--- config.mk ---
export PLATFORM = sky130hd
export DESIGN_NAME = ps2_keyboard_rx_flat
export DESIGN_NICKNAME = d
export VERILOG_FILES = /design/src/rtl/ps2_keyboard_rx_if.sv /design/src/rtl/ps2_keyboard_rx.sv /design/src/flat_wrapper.sv
export SDC_FILE = /design/constraint.sdc
export NUM_CORES = 1
export LEC_CHECK = 0
export ABC_AREA = 1
export CAP_MARGIN = 20
export CORE_ASPECT_RATIO = 1.2
export CORE_MARGIN = 2
export CORE_UTILIZATION = 35
export CTS_BUF_LIST = sky130_fd_sc_hd__clkbuf_8
export DETAILED_ROUTE_END_ITERATION = 16
export PLACE_DENSITY = 0.6
export SYNTH_ARGS = -nofsm -noshare
export SYNTH_HDL_FRONTEND = slang
export SYNTH_SLANG_ARGS = --single-unit
--- constraint.sdc ---
create_clock -name CLK_CPU -period 2.4 [get_ports CLK_CPU]
set_clock_uncertainty 0.05 [all_clocks]
set_input_delay 0.48 -clock CLK_CPU [delete_from_list [all_inputs] [get_ports CLK_CPU]]
set_output_delay 0.48 -clock CLK_CPU [all_outputs]
set_load 0.05 [all_outputs]
--- src/rtl/ps2_keyboard_rx_if.sv ---
// CPU-side bus of the PS/2 keyboard receiver: FWFT FIFO read port plus error status.
// master = receiver, slave = CPU.
interface ps2_keyboard_rx_if #(
  parameter int unsigned FIFO_DEPTH = 8
);
  localparam int unsigned CW = $clog2(FIFO_DEPTH) + 1;

  logic          rd_en;
  logic          err_clear;
  logic [9:0]    rd_data;
  logic          rd_valid;
  logic [CW-1:0] fifo_count;
  logic          frame_error;
  logic          overflow;

  modport master (
    input  rd_en, err_clear,
    output rd_data, rd_valid, fifo_count, frame_error, overflow
  );

  modport slave (
    output rd_en, err_clear,
    input  rd_data, rd_valid, fifo_count, frame_error, overflow
  );
endinterface

--- src/rtl/ps2_keyboard_rx.sv ---
// PS/2 keyboard receiver: synchronises the PS/2 pins into CLK_CPU, deframes 11-bit frames,
// folds E0/F0 prefixes into flags and queues {ext, brk, code} in a first-word-fall-through FIFO.
module ps2_keyboard_rx #(
  parameter int unsigned TIMEOUT_CYCLES = 32000,
  parameter int unsigned FIFO_DEPTH     = 8,
  parameter int unsigned SYNC_STAGES    = 2
) (
  input  logic              CLK_CPU,
  input  logic              reset,
  input  logic              keyboard_clock,
  input  logic              keyboard_data,
  ps2_keyboard_rx_if.master cpu
);
  localparam int unsigned AW  = $clog2(FIFO_DEPTH);
  localparam int unsigned CW  = AW + 1;
  localparam int unsigned TCW = $clog2(TIMEOUT_CYCLES + 1);

  typedef enum logic [1:0] {S_IDLE, S_DATA, S_PARITY, S_STOP} state_t;

  logic [SYNC_STAGES-1:0] clk_sync;
  logic [SYNC_STAGES-1:0] dat_sync;
  logic                   clk_prev;
  logic                   fall;
  logic                   ps2_dat;

  state_t                 state, state_d;
  logic [2:0]             bitcnt;
  logic [7:0]             shreg;
  logic                   par_bit;
  logic [TCW-1:0]         tcnt;

  logic                   start, shift_en, par_en;
  logic                   frame_ok, frame_bad, abort, flag_clr, timeout_hit;

  logic                   byte_vld;
  logic                   ext, brk;
  logic                   push, pop, full, empty, push_ok, ovf_set;

  logic [9:0]             mem [FIFO_DEPTH];
  logic [AW-1:0]          wr_ptr, rd_ptr;
  logic [CW-1:0]          count;
  logic                   frame_error_q, overflow_q;

  // Input synchronisers preset to the idle (released) bus level.
  always_ff @(posedge CLK_CPU) begin
    if (!reset) begin
      clk_sync <= '1;
      dat_sync <= '1;
      clk_prev <= 1'b1;
    end else begin
      clk_sync <= {clk_sync[SYNC_STAGES-2:0], keyboard_clock};
      dat_sync <= {dat_sync[SYNC_STAGES-2:0], keyboard_data};
      clk_prev <= clk_sync[SYNC_STAGES-1];
    end
  end

  assign fall    = clk_prev & ~clk_sync[SYNC_STAGES-1];
  assign ps2_dat = dat_sync[SYNC_STAGES-1];

  always_ff @(posedge CLK_CPU) begin
    if (!reset) begin
      state <= S_IDLE;
    end else begin
      state <= state_d;
    end
  end

  // Timeout fires TIMEOUT_CYCLES clocks after the last falling edge was registered.
  assign timeout_hit = (state != S_IDLE) && !fall && (tcnt == TCW'(TIMEOUT_CYCLES - 1));

  always_comb begin
    state_d   = state;
    start     = 1'b0;
    shift_en  = 1'b0;
    par_en    = 1'b0;
    frame_ok  = 1'b0;
    frame_bad = 1'b0;
    abort     = 1'b0;
    flag_clr  = 1'b0;
    if (timeout_hit) begin
      state_d  = S_IDLE;
      abort    = 1'b1;
      flag_clr = 1'b1;
    end else if (fall) begin
      unique case (state)
        S_IDLE: begin
          if (!ps2_dat) begin
            state_d = S_DATA;
            start   = 1'b1;
          end else begin
            frame_bad = 1'b1;
          end
        end
        S_DATA: begin
          shift_en = 1'b1;
          if (bitcnt == 3'd7) state_d = S_PARITY;
        end
        S_PARITY: begin
          par_en  = 1'b1;
          state_d = S_STOP;
        end
        S_STOP: begin
          state_d = S_IDLE;
          if (ps2_dat && (^{shreg, par_bit})) begin
            frame_ok = 1'b1;
          end else begin
            frame_bad = 1'b1;
            flag_clr  = 1'b1;
          end
        end
        default: state_d = S_IDLE;
      endcase
    end
  end

  always_ff @(posedge CLK_CPU) begin
    if (!reset) begin
      bitcnt        <= '0;
      shreg         <= '0;
      par_bit       <= 1'b0;
      tcnt          <= '0;
      byte_vld      <= 1'b0;
      frame_error_q <= 1'b0;
    end else begin
      if (start) begin
        bitcnt <= '0;
      end else if (shift_en) begin
        bitcnt <= bitcnt + 3'd1;
      end
      if (shift_en) shreg <= {ps2_dat, shreg[7:1]};
      if (par_en) par_bit <= ps2_dat;
      if ((state == S_IDLE) || fall) begin
        tcnt <= '0;
      end else begin
        tcnt <= tcnt + TCW'(1);
      end
      byte_vld      <= frame_ok;
      frame_error_q <= frame_bad | abort;
    end
  end

  // shreg is stable during the processing cycle: it only shifts in DATA.
  assign push = byte_vld && (shreg != 8'hE0) && (shreg != 8'hF0);

  always_ff @(posedge CLK_CPU) begin
    if (!reset) begin
      ext <= 1'b0;
      brk <= 1'b0;
    end else if (flag_clr) begin
      ext <= 1'b0;
      brk <= 1'b0;
    end else if (byte_vld) begin
      if (shreg == 8'hE0) begin
        ext <= 1'b1;
      end else if (shreg == 8'hF0) begin
        brk <= 1'b1;
      end else begin
        ext <= 1'b0;
        brk <= 1'b0;
      end
    end
  end

  assign empty   = (count == '0);
  assign full    = (count == CW'(FIFO_DEPTH));
  assign pop     = cpu.rd_en && !empty;
  assign push_ok = push && (!full || pop);
  assign ovf_set = push && full && !pop;

  always_ff @(posedge CLK_CPU) begin
    if (push_ok) mem[wr_ptr] <= {ext, brk, shreg};
  end

  always_ff @(posedge CLK_CPU) begin
    if (!reset) begin
      wr_ptr     <= '0;
      rd_ptr     <= '0;
      count      <= '0;
      overflow_q <= 1'b0;
    end else begin
      if (push_ok) wr_ptr <= wr_ptr + AW'(1);
      if (pop) rd_ptr <= rd_ptr + AW'(1);
      unique case ({push_ok, pop})
        2'b10:   count <= count + CW'(1);
        2'b01:   count <= count - CW'(1);
        default: count <= count;
      endcase
      if (ovf_set) begin
        overflow_q <= 1'b1;
      end else if (cpu.err_clear) begin
        overflow_q <= 1'b0;
      end
    end
  end

  assign cpu.rd_data     = empty ? '0 : mem[rd_ptr];
  assign cpu.rd_valid    = !empty;
  assign cpu.fifo_count  = count;
  assign cpu.frame_error = frame_error_q;
  assign cpu.overflow    = overflow_q;
endmodule

--- src/flat_wrapper.sv ---
// flat-port wrapper written by rule: the top's interface ports become plain ports
module ps2_keyboard_rx_flat 
#(
  parameter int unsigned TIMEOUT_CYCLES = 32000,
  parameter int unsigned FIFO_DEPTH     = 8,
  parameter int unsigned SYNC_STAGES    = 2
)
  (CLK_CPU, reset, keyboard_clock, keyboard_data, cpu_rd_en, cpu_err_clear, cpu_rd_data, cpu_rd_valid, cpu_fifo_count, cpu_frame_error, cpu_overflow);
  ps2_keyboard_rx_if #(.FIFO_DEPTH(FIFO_DEPTH)) cpu_i ();
  input  logic CLK_CPU;
  input  logic reset;
  input  logic keyboard_clock;
  input  logic keyboard_data;
  input wire logic [$bits(cpu_i.rd_en)-1:0] cpu_rd_en;
  input wire logic [$bits(cpu_i.err_clear)-1:0] cpu_err_clear;
  output wire logic [$bits(cpu_i.rd_data)-1:0] cpu_rd_data;
  output wire logic [$bits(cpu_i.rd_valid)-1:0] cpu_rd_valid;
  output wire logic [$bits(cpu_i.fifo_count)-1:0] cpu_fifo_count;
  output wire logic [$bits(cpu_i.frame_error)-1:0] cpu_frame_error;
  output wire logic [$bits(cpu_i.overflow)-1:0] cpu_overflow;
  assign cpu_i.rd_en = cpu_rd_en;
  assign cpu_i.err_clear = cpu_err_clear;
  assign cpu_rd_data = cpu_i.rd_data;
  assign cpu_rd_valid = cpu_i.rd_valid;
  assign cpu_fifo_count = cpu_i.fifo_count;
  assign cpu_frame_error = cpu_i.frame_error;
  assign cpu_overflow = cpu_i.overflow;
  ps2_keyboard_rx #(.TIMEOUT_CYCLES(TIMEOUT_CYCLES), .FIFO_DEPTH(FIFO_DEPTH), .SYNC_STAGES(SYNC_STAGES)) u_core (.CLK_CPU(CLK_CPU), .reset(reset), .keyboard_clock(keyboard_clock), .keyboard_data(keyboard_data), .cpu(cpu_i));
endmodule
==> run_results.csv, run 1 <==
group,metric,value,unit
run_status,status,"complete, no violations",
synth,yosysUniqueCellTypes,37,
setup_path,reg2reg_slack,230,ps
synth,synthCells,549,
route,first_iter_violations,175,
worst_hold_path,hold-path-cell-count,1,
setup_path,critical_path.slowest_cell,"dfxtp_4",
grt,grt_first_pass_wirelength,19370,µm
setup_path,cp_slowest_stage_delay,380,ps
setup_path,rr_startpoint,"u_core.cpu.fifo_count[2]$_SDFFE_PN0P_",
route,drcViolationCount,0,
synth,syn_area,5508,µm²
sta,setup_violations,0,
floorplan,die_area,16760,µm²
floorplan,io_pins,23,
clock_network,root_buffer,"clkbuf_8",
placement,port_buffers,22,
route,avgViaCountPerCell,4.742,
placement,place_congestion,0.8163,
synth,ys_ff_latch,132,
clock_network,cts_buffers,17,
clock_network,cts_buffer_depth,2,
setup_path,crit_buf_inv,4,
synth,synth-edff-count,80,
power,vdd_drop_max,0.5191,mV
placement,place_hpwl,8338,µm
route,routedWlPerCell,14.17,µm
setup_path,cp_common_cell,"buf_6",
grt,grt_use_total,14.75,%
finish,antenna_cells,0,
sta,worst_pin_slew,501.2,ps
clock_network,clkLatencyLatePin,420,ps
floorplan,core_area,15510,µm²
sta,slew_viol_final,0,
floorplan,initial_core_util,35.50,%
grt,grt_busiest_layer,"met2",
route,vias,3950,
setup_path,critPathLaunchType,"flop",
setup_path,critical_path_class,"flop to primary output",
setup_path,cp_max_fo,5,
route,drt_pass1_iterations,4,
grt,antenna_found_initial,0,
grt,grt_use_met3,3.778,%
setup_path,critPathCaptureType,"primary output",
finish,layout-drive-gt1-share,26.56,%
power,pwr_density_cell,1083,nW/µm²
grt,grt_max_degree,26,
sta,grt_setup_unrepaired,"true",
sta,tns,0,ps
synth,synth_ff_type,"edfxtp_1",
grt,use_met1,17.74,%
synth,yosysSeqAreaShare,62.52,%
clock_network,cts.reportedPaths.clkPinSlew,80,ps
worst_hold_path,hold_path.class,"flop to flop",
setup_path,path_delay_family,"buffers and inverters",
floorplan,die_w,118.5,µm
finish,syn_to_final_growth,27.92,%
worst_hold_path,min_from,"u_core.dat_sync[0]$_SDFF_PN1_",
placement,placedCellCount,801,
clock_network,cts_tree,"yes",
route,totalWireLength,11800,µm
finish,nets,630,
sta,fin_crit,2331,ps
grt,grt_overflow,0,
grt,use_met2,25.34,%
setup_path,reg2reg_to,"u_core.cpu.fifo_count[3]$_SDFFE_PN0P_",
sta,max_freq,428.9,MHz
synth,syn_nets,567,
sta,fin_crit_sh,97.14,%
flow_run,maxCapViolations,0,
clock_network,postCtsHoldBufs,0,
clock_network,htreeDepth,4,
worst_hold_path,min_to,"u_core.dat_sync[1]$_SDFF_PN1_",
sta,finalHoldViolations,0,
setup_path,critical_path_arrival,1800,ps
synth,synth_area_per_cell,10.03,µm²
clock_network,clock-sinks,132,
synth,yosysWarningCount,0,
grt,grt_pass1_vias,3885,
floorplan,rows,50,
route,antenna_left,0,
setup_path,cp_cell_sequence,"buf_6, buf_6, o21ai_1, o22ai_2, o21ai_1, buf_4, a31oi_4, buf_6",
setup_path,worstPathRequired,1870,ps
finish,finalNonFillerCells,833,
power,p_total,7.632,mW
synth,async_flop_share,0,%
setup_path,rr_worst_depth,14,
power,leakagePower,2.499,nW
floorplan,chipHeight,141.4,µm
sta,relSlewSlack,66.48,%
[cell type report]
cell class              count  area [µm²]
repair buffers             63       593.1
fillers                  1460        8469
well taps                 208       260.3
inverters                  54       217.7
flip-flops and latches    132        3451
multi-input cells         344        2108
clock buffers              17       234.0
clock inverters            15       181.4
[power by group]
part	switching [mW]	total [mW]	internal, mW
registers	0.0782	2.53	2.45
clock network	0.874	1.91	1.03
logic	1.99	3.20	1.20
total	2.94	7.63	4.69
[worst max path at each step]
| stage | slack, ps | to | cells after the start |
|---|---|---|---|
| after floorplan | 20 | cpu_rd_data[0] | 5 |
| after global placement | 50 | u_core.cpu.fifo_count[3]$_SDFFE_PN0P_ | 13 |
| after detailed placement | -20 | u_core.cpu.fifo_count[3]$_SDFFE_PN0P_ | 13 |
| after CTS | -60 | cpu_rd_data[2] | 9 |
| after global routing | -30 | cpu_rd_data[6] | 7 |
| final | 70 | cpu_rd_data[2] | 8 |
[cells in the final DEF, fill, tap and decap left out, drive strengths merged, types with 6 or more instances in the layout]
cell type	count
clkinvlp	6
nor2	103
buf	52
or2	7
o21ai	75
clkbuf	17
nand4	6
nand2	61
a31oi	11
o22ai	10
ha	11
a21oi	31
dfxtp	52
edfxtp	80
nand3	12
inv	55
clkdlybuf4s50	11
[cells by family after synthesis]
| group | count (synthesis) | synth area share, % |
|---|---|---|
| and+or+nand+nor | 196 | 16.15 |
| DFF | 132 | 62.52 |
| AOI/OAI and AO/OA | 131 | 12.68 |
| buffers and inverters | 73 | 4.998 |
| adders and majority gates | 12 | 2.862 |
| xor gates and xnor gates | 5 | 0.7952 |
[repair_timing]
| item | in CTS | in global routing |
|---|---|---|
| setup endpoints to repair | 10 | 11 |
| setup buffers | 5 | 2 |
| resized for setup | 82 | 34 |
| cloned | 2 | 0 |
| endpoints found under the hold margin | 0 | 0 |
| pin swaps | 17 | 21 |
[metrics by stage]
stage                     setup slack, ps  util [%]  area [µm²]  hold slack [ps]
after global routing               -28.75     45.41        7046            371.9
after CTS                          -57.91     45.19        7012            370.0
final                               68.52     45.41        7046            364.2
after global placement              47.58     40.89        6344            346.5
after floorplan                     23.32         -        5644            342.5
after detailed placement           -18.44     40.89        6344            351.2
[routing by layer]
| layer | share of wire (%) | routed length [µm] |
|---|---|---|
| met5 | 0 | 0 |
| met3 | 3.6 | 420 |
| met2 | 50 | 5853 |
| met1 | 44 | 5241 |
| met4 | 2.4 | 289 |
[cell usage after synthesis (all sizes together), types with 2 or more instances]
library cell | n | area, µm²
o21ai | 75 | 375.4
o22ai | 10 | 62.56
dfxtp | 52 | 1041
xnor2 | 2 | 17.52
nand2 | 61 | 254.0
nor3 | 5 | 30.03
nor2 | 103 | 406.6
nand3 | 12 | 65.06
xor2 | 3 | 26.28
edfxtp | 80 | 2402
a21oi | 31 | 155.2
inv | 54 | 202.7
buf | 2 | 8.750
or2 | 7 | 43.79
nand4 | 6 | 73.82
a31oi | 11 | 68.82
ha | 11 | 137.6
clkbuf | 17 | 63.81
[sequential cells by signal (all words and copies together), names as in the netlist, named ones only]
| register | cells |
|---|---|
| u_core.bitcnt | 3 |
| u_core.brk | 1 |
| u_core.byte_vld | 1 |
| u_core.clk_prev | 1 |
| u_core.clk_sync | 2 |
| u_core.cpu.fifo_count | 4 |
| u_core.cpu.frame_error | 1 |
| u_core.cpu.overflow | 1 |
| u_core.dat_sync | 2 |
| u_core.ext | 1 |
| u_core.mem | 80 |
| u_core.par_bit | 1 |
| u_core.rd_ptr | 3 |
| u_core.shreg | 8 |
| u_core.state | 2 |
| u_core.tcnt | 15 |
| u_core.wr_ptr | 3 |
Power figures use the tool's default switching activity.
==> run 2, diff against run 1 <==
--- a/config.mk
+++ b/config.mk
@@ -6,13 +6,15 @@
 export NUM_CORES = 1
 export LEC_CHECK = 0
 export ABC_AREA = 1
-export CAP_MARGIN = 20
+export CAP_MARGIN = 40
+export CELL_PAD_IN_SITES_DETAIL_PLACEMENT = 2
+export CELL_PAD_IN_SITES_GLOBAL_PLACEMENT = 2
 export CORE_ASPECT_RATIO = 1.2
 export CORE_MARGIN = 2
 export CORE_UTILIZATION = 35
 export CTS_BUF_LIST = sky130_fd_sc_hd__clkbuf_8
 export DETAILED_ROUTE_END_ITERATION = 16
-export PLACE_DENSITY = 0.6
+export PLACE_DENSITY = 0.8
 export SYNTH_ARGS = -nofsm -noshare
 export SYNTH_HDL_FRONTEND = slang
 export SYNTH_SLANG_ARGS = --single-unit
==> run 2 against run 1 <==
  * The run now ends with setup timing left
  * Sequential share of layout area decreased by 1.2 points
  * Clock-buffer cell count stayed put
  * Fmax fell by 5.3%
==> run_results.csv, run 2 (synthesis results as in run 1) <==
group,metric,value,unit
run_status,status,"finished, violations left",
run_status,violations,"setup timing",
sta,fin_crit_sh,102.6,%
floorplan,core_area,15510,µm²
finish,layout-drive-gt1-share,29.83,%
clock_network,postCtsHoldBufs,0,
route,totalWireLength,18650,µm
power,power.switching,3.379,mW
grt,antenna_found_initial,0,
finish,finalNonFillerCells,845,
clock_network,cts_tree,"yes",
route,antenna_left,0,
clock_network,htreeDepth,4,
power,comb_power_share,45.0,%
finish,syn_to_final_growth,31.19,%
sta,worst_pin_slew,511.7,ps
grt,grt_first_pass_wirelength,28550,µm
placement,placed_cell_area,6291,µm²
power,p_total,8.245,mW
finish,nets,642,
route,routedWlPerCell,22.07,µm
flow_run,maxCapViolations,0,
setup_path,cp_common_cell,"buf_6",
clock_network,cts.reportedPaths.clkPinSlew,100,ps
floorplan,initial_core_util,35.50,%
route,drcViolationCount,0,
grt,grt_use_total,22.68,%
setup_path,critical_path.slowest_cell,"dfxtp_4",
setup_path,critPathLaunchType,"flop",
setup_path,cp_slowest_stage_delay,460,ps
grt,grt_pass1_vias,4914,
sta,relSlewSlack,65.78,%
sta,setup_violations,9,
route,drt_pass1_iterations,4,
sta,tns,-407.1,ps
placement,place_congestion,0.7764,
finish,antenna_cells,0,
setup_path,worstPathRequired,1870,ps
setup_path,cp_cell_sequence,"buf_12, buf_6, o21ai_2, o22ai_2, o21ai_1, buf_4, a31oi_4, buf_6",
sta,finalWorstSetupSlack,-61.70,ps
floorplan,die_area,16760,µm²
floorplan,io_pins,23,
grt,grt_max_degree,22,
route,first_iter_violations,269,
sta,slew_viol_final,0,
finish,top_register,"u_core.mem",
clock_network,clock-sinks,132,
sta,grt_setup_unrepaired,"true",
setup_path,critical_path_class,"flop to primary output",
placement,dp_slack,-66.35,ps
sta,holdWs,374.2,ps
sta,finalHoldViolations,0,
route,vias,4388,
power,vdd_drop_max,0.4718,mV
power,pwr-share-seq,31.1,%
placement,port_buffers,22,
setup_path,path_delay_family,"buffers and inverters",
finish,largest_reg_flops,80,
clock_network,cts_buffers,17,
finish,largestRegisters,"u_core.mem: 80 flops, u_core.tcnt: 15 flops, u_core.shreg: 8 flops",
floorplan,die_w,118.5,µm
route,avgViaCountPerCell,5.193,
setup_path,crit_buf_inv,4,
setup_path,critical_path_arrival,1930,ps
floorplan,rows,50,
finish,utilization,46.57,%
power,power.internal,4.866,mW
setup_path,critPathCaptureType,"primary output",
placement,placedCellCount,794,
power,clkPwrFrac,23.9,%
clock_network,cts_buffer_depth,2,
clock_network,root_buffer,"clkbuf_8",
finish,final_cell_mix,"nor2_1 (80), edfxtp_1 (80), nand2_1 (55), dfxtp_1 (50), inv_1 (47)",
worst_hold_path,hold_path.class,"flop to flop",
power,p_sw_share,40.98,%
sta,fin_crit,2462,ps
finish,final_area,7226,µm²
clock_network,clkLatencyLatePin,450,ps
setup_path,cp_max_fo,7,
placement,place_hpwl,11510,µm
grt,grt_overflow,0,
power,pwr_density_cell,1141,nW/µm²
floorplan,chipHeight,141.4,µm
power,leakagePower,2.596,nW
sta,max_freq,406.2,MHz
## run 2: cell count changes in the layout (fill, tap and decap cells not counted), sizes merged
cell      delta
clkinv       +2
buf         +11
bufinv       -1
clkbuf       +1
inv          +2
clkinvlp     -3
## run 2: power groups by stage
stage | clock (mW) | sequential [mW] | combinational (mW)
after floorplan | 0 | 2.62 | 1.74
after global placement | 0 | 2.57 | 2.59
after detailed placement | 0 | 2.59 | 2.69
after CTS | 1.95 | 2.57 | 3.35
after global routing | 2.09 | 2.58 | 3.89
final | 1.97 | 2.57 | 3.71
## run 2: layer usage
metal	track usage (%)	vias up	part of all wire [%]
met5	0	-	0
met4	9.148	0	3.4
met3	4.301	39	2.4
met2	42.65	97	55
met1	25.08	2222	39
li1	-	2030	-
## run 2: timing repair
action,CTS,global route
endpoints found under the setup margin,10,11
buffers inserted,14,5
pin swaps,14,17
gates cloned,2,1
resized for setup,71,53
## run 2: final timing paths
path | startpoint | end | slack, ps | cells past startpoint
max reg2reg | u_core.cpu.fifo_count[3]$_SDFFE_PN0P_ | u_core.cpu.fifo_count[3]$_SDFFE_PN0P_ | 160 | 14
min | u_core.dat_sync[0]$_SDFF_PN1_ | u_core.dat_sync[1]$_SDFF_PN1_ | 370 | 1
min reg2reg | u_core.dat_sync[0]$_SDFF_PN1_ | u_core.dat_sync[1]$_SDFF_PN1_ | 370 | 1
max | flop | cpu_rd_data[3] | -60 | 8
## run 2: worst register-to-register path, stage by stage (launching register included)
cell and delay [ps]:
dfxtp_1 360, nor2_1 220, nand2_4 180, nand2_4 100, inv_2 40, nand2_2 60
inv_1 60, ha_1 310, nand2_1 80, nand2_1 40, a31o_2 220, inv_1 60
nand2_1 80, a31oi_1 210, nor2_1 80
## run 2: final cells by class
| class | instances | area, µm² |
|---|---|---|
| multi-input cells | 344 | 2156 |
| well taps | 208 | 260.3 |
| clock buffers | 17 | 234.0 |
| flip-flops and latches | 132 | 3451 |
| clock inverters | 15 | 171.4 |
| repair buffers | 75 | 738.2 |
| inverters | 54 | 215.2 |
| fillers | 1619 | 8289 |
==> run 3, diff against run 2 <==
--- a/config.mk
+++ b/config.mk
@@ -14,6 +14,8 @@
 export CORE_UTILIZATION = 35
 export CTS_BUF_LIST = sky130_fd_sc_hd__clkbuf_8
 export DETAILED_ROUTE_END_ITERATION = 16
+export GPL_TIMING_DRIVEN = 0
+export MAX_ROUTING_LAYER = met4
 export PLACE_DENSITY = 0.8
 export SYNTH_ARGS = -nofsm -noshare
 export SYNTH_HDL_FRONTEND = slang
==> run 3 against run 2 <==
  * The flow still finishes with violations (setup timing)
  * Critical path depth unchanged
  * Wire length increased by 2.4%
  * Via count decreased by 1.2%
  * First-iteration DRC count decreased by 17%
  * Worst hold slack got worse by 1.6 ps
==> run_results.csv, run 3 (synthesis results as in run 1) <==
group,metric,value,unit
placement,port_buffers,22,
grt,antenna_found_initial,0,
finish,layout-drive-gt1-share,34.30,%
floorplan,io_pins,23,
grt,grt_overflow,0,
sta,relSlewSlack,55.14,%
sta,fin_crit,2542,ps
finish,top_register,"u_core.mem",
grt,grt_max_degree,17,
setup_path,critical_path_class,"flop to primary output",
finish,antenna_cells,0,
sta,tns,-395.3,ps
route,totalWireLength,19100,µm
setup_path,cp_cell_sequence,"inv_8, clkbuf_16, buf_6, o21ai_4, o22ai_2, o21ai_2, a31oi_4, buf_6",
clock_network,postCtsHoldBufs,0,
finish,syn_to_final_growth,34.76,%
route,avgViaCountPerCell,5.228,
sta,worst_pin_slew,672.2,ps
sta,max_freq,393.5,MHz
sta,fin_crit_sh,105.9,%
worst_hold_path,min_to,"u_core.clk_sync[1]$_SDFF_PN1_",
setup_path,critical_path_arrival,2010,ps
placement,place_congestion,0.7854,
clock_network,root_buffer,"clkbuf_8",
setup_path,critPathLaunchType,"flop",
floorplan,rows,50,
finish,final_common_cell,"edfxtp_1",
setup_path,critPathCaptureType,"primary output",
run_status,status,"finished, violations left",
clock_network,htreeDepth,4,
setup_path,worstPathRequired,1870,ps
placement,place_hpwl,11370,µm
setup_path,cp_slowest_stage_delay,440,ps
setup_path,reg2reg_slack,110,ps
grt,grt_use_total,23.03,%
floorplan,die_area,16760,µm²
route,antenna_left,0,
finish,final_cell_mix,"edfxtp_1 (80), nor2_1 (58), nand2_1 (55), inv_1 (52), dfxtp_1 (41)",
route,vias,4334,
setup_path,cp_common_cell,"buf_6",
setup_path,reg2reg_to,"u_core.cpu.fifo_count[3]$_SDFFE_PN0P_",
placement,placed_cell_area,6192,µm²
run_status,violations,"setup timing",
sta,finalHoldViolations,0,
sta,finalWorstSetupSlack,-141.5,ps
power,leakagePower,2.591,nW
floorplan,core_area,15510,µm²
setup_path,critical_path.slowest_cell,"dfxtp_4",
flow_run,maxCapViolations,0,
finish,multi_input_area,2361,µm²
worst_hold_path,hold_path.class,"flop to flop",
grt,grt_first_pass_wirelength,27810,µm
setup_path,cp_max_fo,6,
route,first_iter_violations,222,
power,vdd_drop_max,0.5020,mV
finish,fill_cells,1598,
sta,slew_viol_final,0,
finish,nets,626,
grt,grt_pass1_vias,4949,
route,routedWlPerCell,23.04,µm
setup_path,rr_worst_depth,13,
finish,utilization,47.84,%
clock_network,cts.reportedPaths.clkPinSlew,80,ps
setup_path,rr_startpoint,"u_core.shreg[1]$_SDFFE_PN0P_",
floorplan,initial_core_util,35.50,%
route,drt_pass1_iterations,4,
clock_network,cts_buffers,17,
power,pwr_density_cell,1169,nW/µm²
sta,setup_violations,6,
finish,finalNonFillerCells,829,
worst_hold_path,hold-path-cell-count,1,
finish,regArea,3470,µm²
sta,grt_setup_unrepaired,"true",
clock_network,cts_tree,"yes",
finish,largestRegisters,"u_core.mem: 80 flops, u_core.tcnt: 15 flops, u_core.shreg: 8 flops",
route,drcViolationCount,0,
clock_network,cts_buffer_depth,2,
finish,largest_reg_flops,80,
clock_network,clock-sinks,132,
floorplan,die_w,118.5,µm
clock_network,clkLatencyLatePin,460,ps
finish,final_area,7422,µm²
worst_hold_path,min_from,"u_core.clk_sync[0]$_SDFF_PN1_",
power,p_total,8.676,mW
placement,placedCellCount,787,
floorplan,chipHeight,141.4,µm
[run 3: cell types whose count changed in the layout (fill, tap and decap cells not counted), moves of 6 or more]
| cell | change |
|---|---|
| buf_4 | -36 |
| nor2_1 | -22 |
| nor2_2 | +14 |
| o21ai_0 | -10 |
| dfxtp_1 | -9 |
| o21ai_2 | +9 |
| nor2_4 | +8 |
| clkbuf_8 | +6 |
| clkinv_4 | -6 |
| dfxtp_2 | +6 |
| o21ai_4 | +6 |
[run 3: area by class of cell]
class / instances / area share [%]
multi-input combinational: 344 / 31.81
tap: 208 / 3.506
timing repair buffer: 40 / 5.984
clock inverter: 13 / 2.242
buffer: 19 / 3.355
inverter: 54 / 2.832
clock buffer: 19 / 3.523
sequential: 132 / 46.75
[run 3: routing by layer]
metal	track usage, %	part of all wire [%]
met3	4.421	1.9
met5	-	0
met1	23.46	39
met2	42.11	56
met4	11.72	3.7
[run 3: worst max path at each step]
stage	start	to	depth (start not counted)	slack [ps]
floorplan	u_core.cpu.fifo_count[0]$_SDFFE_PN0P_	cpu_rd_data[0]	5	20
global placement	flop	cpu_rd_data[7]	7	-600
detailed placement	flop	cpu_rd_data[7]	6	-740
CTS	flop	cpu_rd_data[9]	7	-110
global route	flop	cpu_rd_data[3]	8	-180
finish	flop	cpu_rd_data[3]	8	-140
[run 3: worst max-delay path: cells and delay by family, from the launching register on]
family,cells,cell delay [ps]
AO/OA/AOI/OAI,4,560
flip-flops,1,440
buffers and inverters,4,540
[run 3: through the flow]
step	hold slack, ps	setup WS [ps]
3_5_place_dp	357.7	-738.1
3_3_place_gp	345.6	-599.4
6_report	372.6	-141.5
4_1_cts	377.0	-107.2
5_1_grt	392.8	-184.4
2_1_floorplan	342.5	23.32
[run 3: timing repair]
action,CTS,global route
gates cloned,3,3
endpoints found under the setup margin,52,26
resized for setup,203,102
pin swaps,18,45
buffers inserted,4,1
[run 3: report_power, final]
| group | internal, mW | leakage, nW | switching [mW] | total (mW) |
|---|---|---|---|---|
| clock | 1.17 | 0.225 | 0.942 | 2.11 |
| sequential | 2.44 | 1.10 | 0.0986 | 2.54 |
| combinational | 1.54 | 1.26 | 2.48 | 4.02 |
| total | 5.16 | 2.59 | 3.52 | 8.68 |
